File: src/rtl/intc_pkg.sv
// intc_pkg: shared register offsets, limits and bank arithmetic for the intc_ext controller
package intc_pkg;
    localparam int REG_IE = 0;
    localparam int REG_IP = 1;
    localparam int REG_MODE = 2;
    localparam int REG_POL = 3;
    localparam int REG_STRIDE = 4;
    localparam int VEC_VALID_BIT = 7;
    localparam int INTC_MAX_INTS = 16;
    function automatic int bank_count(input int num_ints);
        return (num_ints + 7) / 8;
    endfunction
endpackage

File: src/rtl/intc_src.sv
// intc_src: per-source synchroniser, polarity normalisation and edge/level set request
module intc_src #(
    parameter int SYNC_STAGES = 2
) (
    input  logic clk,
    input  logic rst,
    input  logic irq_raw,
    input  logic pol,
    input  logic mode,
    output logic set_req
);
    logic [SYNC_STAGES-1:0] sync;
    logic s, s_d;
    assign s = sync[SYNC_STAGES-1] ^ pol;
    assign set_req = mode ? s & ~s_d : s;
    always_ff @(posedge clk) begin
        if (rst) begin
            sync <= '0;
            s_d <= 1'b0;
        end else begin
            sync <= {sync[SYNC_STAGES-2:0], irq_raw};
            s_d <= s;
        end
    end
endmodule

File: src/rtl/intc_ext.sv
// intc_ext: banked CSR interrupt controller with synchronised edge/level sources and a registered irq.
// Defining INTC_VECTOR_EN adds the read-only VEC priority register after the last bank.
module intc_ext
    import intc_pkg::*;
#(
    parameter logic [4:0] BASE_ADDR = 5'h0,
    parameter int NUM_INTS = 8,
    parameter int SYNC_STAGES = 2
) (
    input  logic                clk,
    input  logic                rst,
    input  logic [4:0]          csr_a,
    input  logic [7:0]          csr_di,
    input  logic                csr_we,
    output logic [7:0]          csr_do,
    input  logic [NUM_INTS-1:0] irqs_in,
    output logic                irq
);
    localparam int NB = bank_count(NUM_INTS);
    localparam int W = NB * 8;
    localparam logic [W-1:0] VALID = W'((64'd1 << NUM_INTS) - 64'd1);
    logic [W-1:0] ie, ip, mode, pol, set_w, wsel, wdata, pend;
    logic [NUM_INTS-1:0] set_req;
    logic [4:0] off;
    logic [2:0] bank;
    logic [1:0] rsel;
    logic reg_hit, reg_wr;
    genvar i;
    for (i = 0; i < NUM_INTS; i++) begin : g_src
        intc_src #(.SYNC_STAGES(SYNC_STAGES)) u_src (
            .clk(clk),
            .rst(rst),
            .irq_raw(irqs_in[i]),
            .pol(pol[i]),
            .mode(mode[i]),
            .set_req(set_req[i])
        );
    end
    assign set_w = W'(set_req);
    assign pend = ie & ip;
    assign off = csr_a - BASE_ADDR;
    assign bank = off[4:2];
    assign rsel = off[1:0];
    assign reg_hit = csr_a >= BASE_ADDR && off < 5'(REG_STRIDE * NB);
    assign reg_wr = csr_we && reg_hit;
    assign wdata = {NB{csr_di}};
    // Byte lane of the addressed bank, trimmed to implemented sources
    always_comb begin
        wsel = '0;
        for (int b = 0; b < NB; b++)
            if (bank == 3'(b)) wsel[8*b +: 8] = 8'hFF;
        wsel = wsel & VALID;
    end
`ifdef INTC_VECTOR_EN
    logic [7:0] vec;
    logic is_vec;
    assign is_vec = csr_a >= BASE_ADDR && off == 5'(REG_STRIDE * NB);
    always_comb begin
        vec = 8'h00;
        for (int j = NUM_INTS - 1; j >= 0; j--)
            if (pend[j]) begin
                vec = 8'(j);
                vec[VEC_VALID_BIT] = 1'b1;
            end
    end
`endif
    always_comb begin
        csr_do = 8'h00;
        for (int b = 0; b < NB; b++)
            if (reg_hit && bank == 3'(b))
                csr_do = rsel == 2'(REG_IE) ? ie[8*b +: 8] :
                         rsel == 2'(REG_IP) ? ip[8*b +: 8] :
                         rsel == 2'(REG_MODE) ? mode[8*b +: 8] : pol[8*b +: 8];
`ifdef INTC_VECTOR_EN
        if (is_vec) csr_do = vec;
`endif
    end
    // Set is OR-ed after the W1C mask so a colliding event is never lost
    always_ff @(posedge clk) begin
        if (rst) begin
            ie <= '0;
            ip <= '0;
            mode <= '0;
            pol <= '0;
            irq <= 1'b0;
        end else begin
            if (reg_wr && rsel == 2'(REG_IE)) ie <= (ie & ~wsel) | (wdata & wsel);
            if (reg_wr && rsel == 2'(REG_MODE)) mode <= (mode & ~wsel) | (wdata & wsel);
            if (reg_wr && rsel == 2'(REG_POL)) pol <= (pol & ~wsel) | (wdata & wsel);
            ip <= (ip & ~(reg_wr && rsel == 2'(REG_IP) ? wdata & wsel : '0)) | (set_w & VALID);
            irq <= |pend;
        end
    end
endmodule

File: config.mk
export PLATFORM = sky130hd
export DESIGN_NAME = intc_ext
export DESIGN_NICKNAME = d
export VERILOG_FILES = /design/src/rtl/intc_pkg.sv /design/src/rtl/intc_src.sv /design/src/rtl/intc_ext.sv
export SDC_FILE = /design/constraint.sdc
export NUM_CORES = 1
export LEC_CHECK = 0
export CAP_MARGIN = 5
export CORE_ASPECT_RATIO = 0.7
export CORE_MARGIN = 2
export CORE_UTILIZATION = 55
export DETAILED_ROUTE_END_ITERATION = 16
export PLACE_DENSITY_LB_ADDON = 0.12
export SYNTH_ARGS = -nofsm -noshare
export SYNTH_HDL_FRONTEND = slang
export SYNTH_SLANG_ARGS = --single-unit
File: constraint.sdc
create_clock -name clk -period 3.5 [get_ports clk]
set_input_delay 0.7 -clock clk [delete_from_list [all_inputs] [get_ports clk]]
set_output_delay 0.7 -clock clk [all_outputs]
set_load 0.01 [all_outputs]
[After elaboration in Yosys (flattened, before gate mapping)]
Cells that the tools add are included.
Word-level totals
  flip-flop bits (word level): 57
  input port bits: 24
  output and inout port bits: 9
  word-level logic and storage cells: 86
Operators by class
  magnitude comparators: 2
  equal/unequal tests: 3
  multiplexer cells: 14
  bitwise operators: 36
  reductions and logical operators: 10
Operators by type and width (count)
  bitwise AND 8 bit: 6
  two-way mux 8 bit: 6
  bitwise OR 8 bit: 4
  inverter 8 bit: 2
  bitwise AND 1 bit: 8
  two-way mux 1 bit: 8
  inverter 1 bit: 8
  OR reduction 8 bit: 1
  XOR 1 bit: 8
  logical AND 1 bit: 7
  >= comparator 5 x 1 -> 1 bit, second input constant: 1
  less-than comparator 5 x 3 -> 1 bit, second input constant: 1
  == test 2 bit, second input constant: 2
  logical NOT 3 bit: 1
  == test 2 x 1 -> 1 bit, second input constant: 1
  logical NOT 2 bit: 1

[Logic depth before layout (Yosys ltp)]
Gate-level depths: netlist (run 1).
  depth in word-level cells: 8
  gate-level depth with buffers: 5
  mapped depth without buffers: 3

[Cells and area by module]
A second synthesis (run 1) with hierarchy kept.
Second synthesis, totals
  cells, all modules: 228
  area total of the unflattened synthesis: 2442.3 um2
Modules (own cells, without submodules)
  intc_ext: times used 1, cells each 164, area each 1691.6 um2
  intc_src: times used 8, cells each 8, area each 93.8 um2

[Worst setup path before layout (run 1)]
No wires, ideal clock.
  kind: in2out
  start point: input port csr_a[0]
  end point: output port csr_do[0]
  arrival: 1.845 ns
  data required time: 2.800 ns
  slack: 0.955 ns
  stages: 5
  cells stage by stage: clkbuf_1 -> nand2b_1 -> clkbuf_1 -> a2bb2oi_1 -> a32o_1
On the way
  word-level cells in the longest chain between the ends: 5
  elaborated cells on any way between the ends: 11
  classes of those cells: 2 x order compare; 2 x eq/ne; 4 x mux; 3 x reduce/logical
RTL lines
  start: declaration: RTL line intc_ext.sv:12  | input logic [4:0] csr_a,
  parallel branches: the longest is 4 deep, another holds >= comparator 5 x 1 -> 1 bit
  two-way mux 8 bit (*): RTL line intc_ext.sv:70  | if (reg_hit && bank == 3'(b))
  end: declaration: RTL line intc_ext.sv:15  | output logic [7:0] csr_do,
Mark *: on every way between the ends.

[Worst setup path in the final report (run 1)]
  start point: input port csr_a[2]
  end point: output port csr_do[5]
On the way
  word-level cells in the longest chain between the ends: 4
  elaborated cells on any way between the ends: 6
  classes of those cells: 2 x order compare; 1 x mux; 3 x reduce/logical
RTL lines
  >= comparator 5 x 1 -> 1 bit / less-than comparator 5 x 3 -> 1 bit (equally long branches): RTL line intc_ext.sv:44  | assign reg_hit = csr_a >= BASE_ADDR && off < 5'(REG_STRIDE * NB);
  logical AND 1 bit: RTL line intc_ext.sv:44
  logical AND 1 bit (*): RTL line intc_ext.sv:70
  two-way mux 8 bit (*): RTL line intc_ext.sv:70
Mark *: on every way between the ends. The rest lies on a longest branch, timed or not.

==> results of run 1 <==
stage by stage:
step	power (uW)	setup WS, ps	util, %	instances
after detailed placement	812	176	68.2	312
after CTS	1410	163	73.2	327
after floorplan	754	955	-	229
after global routing	1450	74.3	73.2	327
final	1400	157	73.2	327
after global placement	811	181	68.2	312
synth_stat cells, types with 2 or more instances:
master,count
inv_1,5
o211ai_1,4
nor2_1,10
a32o_1,12
o22a_1,4
a21oi_1,4
nand2_1,32
xnor2_1,9
a2bb2oi_1,4
nand3_1,4
buf_2,2
a31oi_1,4
dfxtp_1,57
clkbuf_1,11
nor2b_1,17
o21a_1,4
nand2b_1,11
mux2i_1,20
o21ai_0,4
a22oi_1,4
critical path, stage by stage:
cell	delay, ps
clkdlybuf4s50_1	460
or3_1	420
nor3_1	140
buf_4	210
a32o_1	170
clkdlybuf4s50_1	540
final cells by class:
cell class | count | area, um^2 | area share, %
multi-input combinational | 154 | 1060 | 36.6
clock buffer | 12 | 155 | 5.37
clock inverter | 3 | 40.0 | 1.39
timing repair buffer | 44 | 410 | 14.2
inverter | 5 | 18.8 | 0.650
sequential | 57 | 1140 | 39.5
tap | 52 | 65.1 | 2.25
kinds of logic (layout without fill, tap and decap cells):
logic type | Yosys count | count (layout) | share of synthesized area, %
xor gates and xnor gates | 9 | 9 | 3.48
DFF | 57 | 57 | 50.3
buffers and inverters | 18 | 64 | 3.09
and+or+nand+nor | 80 | 80 | 18.7
muxes | 20 | 20 | 8.83
AOI/OAI and AO/OA | 45 | 45 | 15.6
path summary, 6_finish.rpt:
check | startpoint | to | cells past startpoint
setup / recovery | csr_a[2] | csr_do[5] | 6
hold / removal | g_src[2].u_src.sync[0] | g_src[2].u_src.sync[1] | 1
setup reg to reg | flop | ip[2] | 3
hold reg to reg | g_src[2].u_src.sync[0] | g_src[2].u_src.sync[1] | 1
per-layer routing:
metal / wire, um / vias up
li1: - / 888
met3: 433 / 6
met4: 61 / 0
met5: 0 / -
met1: 2390 / 846
met2: 2190 / 72
power groups by stage:
stage               Sequential (uW)  Combinational (uW)  Clock [uW]
finish                          677                 123         601
global route                    678                 132         644
CTS                             677                 122         613
detailed placement              691                 121           0
global placement                691                 120           0
floorplan                       689                65.2           0
==> impl_metrics.json, run 1 <==
{
  "setup_violations": 0,
  "start_util_pct": 57.5,
  "p_seq_share_pct": 48.4,
  "routed_wl_um": 5080,
  "syn_nets": 253,
  "synthArstFlopShare_pct": 0,
  "worstSetupPathType": "input port to output port",
  "viasPerCell": 5.54,
  "synthCells": 229,
  "switching_share_pct": 21.9,
  "remaining_drc_errors": 0,
  "grt_pass1_vias": 1564,
  "fin_setup_tns_ps": 0,
  "root_buffer": "clkbuf_8",
  "syn_area_per_cell_um2": 9.91,
  "synth_cell_types": 27,
  "power_per_cell_area_mw_per_mm2": 485,
  "postCtsSetupRepairBufs": 0,
  "worstHoldPathType": "flop to flop",
  "syn_area_mm2": 0.00227,
  "cts_sinks": 57,
  "worstPathRequired_ps": 2800,
  "grt_util_met3_pct": 7.63,
  "drt-initial-drc-count": 89,
  "cp_max_fo": 8,
  "synthTopCellsByArea": "dfxtp_1, mux2i_1, a32o_1, nand2_1, nor2b_1",
  "cts_resized": 0,
  "hold_buffers": 0,
  "crit_arrival_ps": 2640,
  "grt_use_met2_pct": 31.1,
  "grt_pass1_wl_um": 7890,
  "insertion_delay_ps": 330,
  "synth_top_area_share_pct": 50.3,
  "rsz0062_at_grt": "false",
  "fillers": 322,
  "die_area_mm2": 0.00466,
  "layout_common_cells": "dfxtp_1, nand2_1, clkdlybuf4s50_1, mux2i_1, nor2b_1",
  "routedWlPerCell_um": 15.5,
  "dp_hpwl_um": 3340,
  "pwr-share-comb_pct": 8.8,
  "chipWidth_um": 80.8,
  "track_usage_pct": 23.4,
  "clock_skew_ps": 5.71,
  "drtAntennaViolNets": 0,
  "antenna_cells_inserted": 0,
  "r2r_slack_ps": 2610,
  "ir_drop_v": 0.000360,
  "fin_crit_sh_pct": 95.5,
  "grt-ovfl-total": 0,
  "cts_tree": "built",
  "io_pins": 33,
  "yosys.area.top_type": "dfxtp_1",
  "holdWs_ps": 431,
  "outcome": "finished clean",
  "area_growth_pct": 27.3,
  "dpl_cell_area_mm2": 0.00269,
  "grt_util_met1_pct": 35.0,
  "clockPowerShare_pct": 42.9,
  "post-route-cell-area_mm2": 0.00289,
  "ys_ff_latch": 57,
  "cts_made_buffers": 9,
  "drive_gt1_share_pct": 10.5,
  "end_kind": "output port",
  "hold_viol": 0,
  "io_buffers": 32,
  "power_switching_uw": 307,
  "period_needed_ps": 3340,
  "clk_pin_slew_ps": 60,
  "internal-power_uw": 1090,
  "dieHeight_um": 57.7,
  "worst_pin_slew_ps": 1210,
  "grt_max_degree": 41,
  "synth_edf_count": 0,
  "max_freq_mhz": 299,
  "cellLeakagePower_uw": 0.00113,
  "synthFlopType": "dfxtp_1",
  "yosys_warnings": 0,
  "vias": 1812,
  "slew_headroom_pct": 19.4,
  "clk_path_buf_depth": 2,
  "yosysSeqAreaShare_pct": 50.3,
  "htree_levels": 3,
  "rows": 19,
  "coreArea_mm2": 0.00395,
  "dr.pass1.iters": 4,
  "final_common_cell": "dfxtp_1",
  "grt_antenna_before_repair": 0,
  "busiest_layer": "met1",
  "gp_congestion": 0.777,
  "final_nets": 295,
  "cap_violations": 0,
  "drv_slew": 0,
  "cp-start-kind": "input port"
}
Power figures use the tool's default switching activity.
==> inputs of run 2 (changes only) <==
--- a/config.mk
+++ b/config.mk
@@ -8,7 +8,7 @@
 export CAP_MARGIN = 5
 export CORE_ASPECT_RATIO = 0.7
 export CORE_MARGIN = 2
-export CORE_UTILIZATION = 55
+export CORE_UTILIZATION = 40
 export DETAILED_ROUTE_END_ITERATION = 16
 export PLACE_DENSITY_LB_ADDON = 0.12
 export SYNTH_ARGS = -nofsm -noshare
==> run 2 against run 1 <==
Effect of this change:
- cell count increased by 6.1%
- clock-buffer cell count decreased by 1
- maximum frequency increased by 0.28%
- largest power group unchanged
- global-route usage decreased by 4.7 points
- critical path type unchanged
- via count decreased by 2.3%
- worst setup slack improved by 9.5 ps
- wire length increased by 1.6%
- power decreased by 6.5%
==> impl_metrics.json, run 2 (same netlist as run 1, synthesis figures left out) <==
{
  "max_freq_mhz": 300,
  "path_cells": "clkdlybuf4s50_1 -> buf_4 -> nor2b_1 -> buf_4 -> a2bb2oi_1 -> a32o_1 -> clkdlybuf4s50_1",
  "critPathSlowestCell": "clkdlybuf4s50_1",
  "hold_viol": 0,
  "worst_pin_slew_ps": 666,
  "rows": 22,
  "period_needed_ps": 3330,
  "dieHeight_um": 67.0,
  "rr_worst_depth": 3,
  "hold_buffers": 0,
  "coreArea_mm2": 0.00537,
  "worstSetupPathType": "input port to output port",
  "postCtsSetupRepairBufs": 0,
  "area_growth_pct": 27.5,
  "worstPathRequired_ps": 2800,
  "htree_levels": 3,
  "start_util_pct": 42.3,
  "setup_violations": 0,
  "cpLargestDelayFamily": "buffers and inverters",
  "vias": 1770,
  "cpPeakStageDelay_ps": 540,
  "cellLeakagePower_uw": 0.00113,
  "routed_wl_um": 5170,
  "track_usage_pct": 18.8,
  "grt_pass1_vias": 1641,
  "io_pins": 33,
  "grt_max_degree": 26,
  "cap_violations": 0,
  "cp_num_buf_inv": 4,
  "drtAntennaViolNets": 0,
  "final_nets": 295,
  "antenna_cells_inserted": 0,
  "clk_path_buf_depth": 2,
  "slew_headroom_pct": 55.6,
  "r2r_slack_ps": 2610,
  "finalPower_uw": 1310,
  "root_buffer": "clkbuf_8",
  "remaining_drc_errors": 0,
  "dp.cells": 332,
  "cp-start-kind": "input port",
  "power_per_cell_area_mw_per_mm2": 453,
  "viasPerCell": 5.10,
  "clock_skew_ps": 4.03,
  "final_common_cell": "dfxtp_1",
  "drt-initial-drc-count": 130,
  "hold_end": "g_src[6].u_src.sync[1]",
  "layout_common_cells": "dfxtp_1, nand2_1, clkdlybuf4s50_1, mux2i_1, nor2b_1",
  "wl_met3_um": 376,
  "outcome": "finished clean",
  "fin_crit_sh_pct": 95.3,
  "end_kind": "output port",
  "fin_setup_tns_ps": 0,
  "routedWlPerCell_um": 14.9,
  "dp_hpwl_um": 3480,
  "insertion_delay_ps": 330,
  "die_area_mm2": 0.00630,
  "grt-ovfl-total": 0,
  "met2WireLength_um": 2070,
  "cts_tree": "built",
  "worstHoldPathType": "flop to flop",
  "cts_resized": 0,
  "grt_antenna_before_repair": 0,
  "cts_made_buffers": 9,
  "final_util_pct": 53.9,
  "grt_pass1_wl_um": 8530,
  "dr.max_layer_used": "met4",
  "gp_congestion": 0.797,
  "clk_pin_slew_ps": 60,
  "drive_gt1_share_pct": 10.5,
  "cp_max_fo": 9,
  "drt-met1-wl_um": 2640,
  "crit_arrival_ps": 2630,
  "hold_start": "g_src[6].u_src.sync[0]",
  "r2r-end": "ip[6]",
  "drv_slew": 0,
  "rsz0062_at_grt": "false",
  "io_buffers": 32,
  "chipWidth_um": 94.0,
  "dr.pass1.iters": 4,
  "finalNonFillerCells": 347,
  "cts_sinks": 57,
  "hold_depth": 1,
  "ir_drop_v": 0.000185
}
==> run 2: changes by cell type in the layout (fill, tap and decap cells not counted) <==
cell	before	now
buf_4	12	11
clkbuf_8	11	10
bufinv_16	1	0
buf_12	0	1
clkinv_2	2	4
==> run 2: per-layer routing <==
layer	GRT usage [%]	vias to the layer above
li1	-	887
met4	8.51	0
met3	6.67	9
met2	24.2	51
met5	0	-
met1	27.3	823
==> run 2: worst max path at each step <==
stage | start | end | slack (ps) | depth (start not counted)
after floorplan | csr_a[0] | csr_do[0] | 950 | 5
after global placement | csr_a[0] | csr_do[7] | 160 | 7
after detailed placement | csr_a[0] | csr_do[7] | 160 | 7
after CTS | csr_a[0] | csr_do[7] | 150 | 7
after global routing | csr_a[0] | csr_do[7] | 20 | 7
final | csr_a[0] | csr_do[0] | 170 | 7
==> run 2: cell type report <==
type                    instances  area [um^2]
well taps                      72         90.1
clock inverters                 4         20.0
multi-input cells             154         1060
repair buffers                 44          423
flip-flops and latches         57         1140
fillers                       490         2480
clock buffers                  11          141
inverters                       5         18.8
==> run 2: stage by stage <==
step	hold slack, ps	cell area, um^2	setup WS (ps)
finish	434	2890	166
global placement	416	2730	165
detailed placement	422	2730	165
floorplan	414	2270	955
CTS	438	2890	150
global route	454	2890	24.9
==> run 2: power breakdown <==
group          internal [uW]  switching, uW
registers                668           9.21
logic                   64.6           57.7
clock network            267            243
total                    999            310
==> run 2: worst register-to-register path, stage by stage, from the launching register on <==
cell	delay, ps
dfxtp_1	380
xnor2_1	130
nor2_1	60
a32o_1	220
==> inputs of run 3 (changes only) <==
--- a/config.mk
+++ b/config.mk
@@ -7,7 +7,7 @@
 export LEC_CHECK = 0
 export CAP_MARGIN = 5
 export CORE_ASPECT_RATIO = 0.7
-export CORE_MARGIN = 2
+export CORE_MARGIN = 4
 export CORE_UTILIZATION = 40
 export DETAILED_ROUTE_END_ITERATION = 16
 export PLACE_DENSITY_LB_ADDON = 0.12
==> run 3 against run 2 <==
Effect of this change:
- register-to-register slack barely moved
- first-iteration DRC count fell by 44%
- critical path type unchanged
- clock-buffer cell count rose by 4
- power fell by 0.38%
- maximum frequency fell by 1.2%
- sequential share of layout area rose by 0.22 points
- cell area fell by 0.56%
- clock power fell by 1%
- combinational power barely moved
- highest routed layer unchanged
- largest cell class unchanged
- critical path depth fell by 1
- via count rose by 2.0%
==> impl_metrics.json, run 3 (same netlist as run 1, synthesis figures left out) <==
{
  "remaining_drc_errors": 0,
  "place_ws_ps": 150,
  "period_needed_ps": 3380,
  "hold_depth": 1,
  "clk_pin_slew_ps": 60,
  "cp_max_fo": 8,
  "slew_headroom_pct": 60.8,
  "grt_antenna_before_repair": 0,
  "cp_num_buf_inv": 3,
  "track_usage_pct": 16.8,
  "dieHeight_um": 71.0,
  "grt_pass1_vias": 1782,
  "coreArea_mm2": 0.00537,
  "htree_levels": 3,
  "dr.pass1.iters": 4,
  "hold_end": "g_src[4].u_src.sync[1]",
  "fillers": 487,
  "outcome": "finished clean",
  "start_util_pct": 42.3,
  "grt-ovfl-total": 0,
  "rr_worst_depth": 3,
  "critPathSlowestCell": "clkdlybuf4s50_1",
  "postCtsSetupRepairBufs": 0,
  "critPathMostFrequentCell": "clkdlybuf4s50_1",
  "die_area_mm2": 0.00696,
  "final_util_pct": 53.6,
  "ir_drop_v": 0.000290,
  "insertion_delay_ps": 330,
  "clk_path_buf_depth": 2,
  "grt_pass1_wl_um": 9040,
  "worstHoldPathType": "flop to flop",
  "r2r_slack_ps": 2600,
  "setup_violations": 0,
  "drt-initial-drc-count": 73,
  "cap_violations": 0,
  "cts_sinks": 57,
  "io_pins": 33,
  "drv_slew": 0,
  "cpLargestDelayFamily": "buffers and inverters",
  "io_buffers": 32,
  "final_common_cell": "dfxtp_1",
  "power_per_cell_area_mw_per_mm2": 453,
  "rsz0062_at_grt": "false",
  "cts_made_buffers": 9,
  "layout_common_cells": "dfxtp_1, nand2_1, clkdlybuf4s50_1, mux2i_1, nor2b_1",
  "viasPerCell": 5.22,
  "cp-start-kind": "input port",
  "rows": 22,
  "hold_viol": 0,
  "cellLeakagePower_uw": 0.00111,
  "worst_pin_slew_ps": 586,
  "cts_tree": "built",
  "fin_crit_sh_pct": 96.5,
  "gp_congestion": 0.738,
  "chipWidth_um": 98.0,
  "path_cells": "clkdlybuf4s50_1 -> xnor2_1 -> buf_4 -> nand2b_1 -> a32o_1 -> clkdlybuf4s50_1",
  "r2r-end": "ip[4]",
  "end_kind": "output port",
  "routedWlPerCell_um": 15.8,
  "cpPeakStageDelay_ps": 600,
  "hold_start": "g_src[4].u_src.sync[0]",
  "drive_gt1_share_pct": 9.12,
  "final_nets": 294,
  "fin_setup_tns_ps": 0,
  "grt_max_degree": 41,
  "routed_wl_um": 5460,
  "worstPathRequired_ps": 2800,
  "clock_skew_ps": 3.20,
  "drtAntennaViolNets": 0,
  "hold_buffers": 0,
  "crit_arrival_ps": 2680,
  "worstSetupPathType": "input port to output port",
  "vias": 1806,
  "dp_hpwl_um": 3620,
  "fin_ws_ps": 124,
  "root_buffer": "clkbuf_8",
  "area_growth_pct": 26.8,
  "max_freq_mhz": 296,
  "antenna_cells_inserted": 0
}
-- run 3: cell count changes in the layout (fill, tap and decap cells not counted), sizes merged --
cell,change
clkbuf,+4
clkinv,-4
buf,-1
-- run 3: worst max path at each step --
| stage | from | endpoint | slack (ps) | cells after the start |
|---|---|---|---|---|
| 2_1_floorplan | csr_a[0] | csr_do[0] | 950 | 5 |
| 3_3_place_gp | csr_a[2] | csr_do[2] | 150 | 6 |
| 3_5_place_dp | csr_a[2] | csr_do[2] | 150 | 6 |
| 4_1_cts | csr_a[2] | csr_do[2] | 140 | 6 |
| 5_1_grt | csr_a[1] | csr_do[4] | 6 | 6 |
| 6_report | csr_a[1] | csr_do[7] | 120 | 6 |
-- run 3: timing repair --
item	in CTS	in global routing
endpoints found under the setup margin	0	8
resized for setup	0	2
hold endpoints to repair	0	0
-- run 3: layout make-up --
type	instances	area (um^2)	share of cell area (%)
Clock buffer	15	156	5.44
Inverter	5	18.8	0.653
Multi-Input combinational cell	154	1060	36.9
Sequential cell	57	1140	39.7
Tap cell	72	90.1	3.13
Timing Repair Buffer	43	407	14.1
-- run 3: layer usage --
layer	wire length (um)	vias to the layer above	share of wire, %	global-route usage, %
li1	-	889	-	-
met1	2790	858	51	23.3
met2	2240	50	41	23.4
met3	366	9	6.7	7.09
met4	57	0	1.0	5.84
met5	0	-	0	0
-- run 3: power breakdown --
group / total (uW) / internal [uW] / switching [uW] / leakage, uW
clock: 504 / 274 / 230 / 0.0000778
combinational: 123 / 62.8 / 59.7 / 0.000565
sequential: 678 / 668 / 9.16 / 0.000465
-- run 3: stage by stage --
| step | instance area, um^2 | hold slack [ps] | instances | total power (uW) |
|---|---|---|---|---|
| after CTS | 2870 | 434 | 346 | 1320 |
| after global placement | 2710 | 417 | 331 | 812 |
| final | 2880 | 434 | 346 | 1300 |
| after global routing | 2880 | 446 | 346 | 1360 |
| after detailed placement | 2710 | 420 | 331 | 813 |
| after floorplan | 2270 | 414 | 229 | 754 |
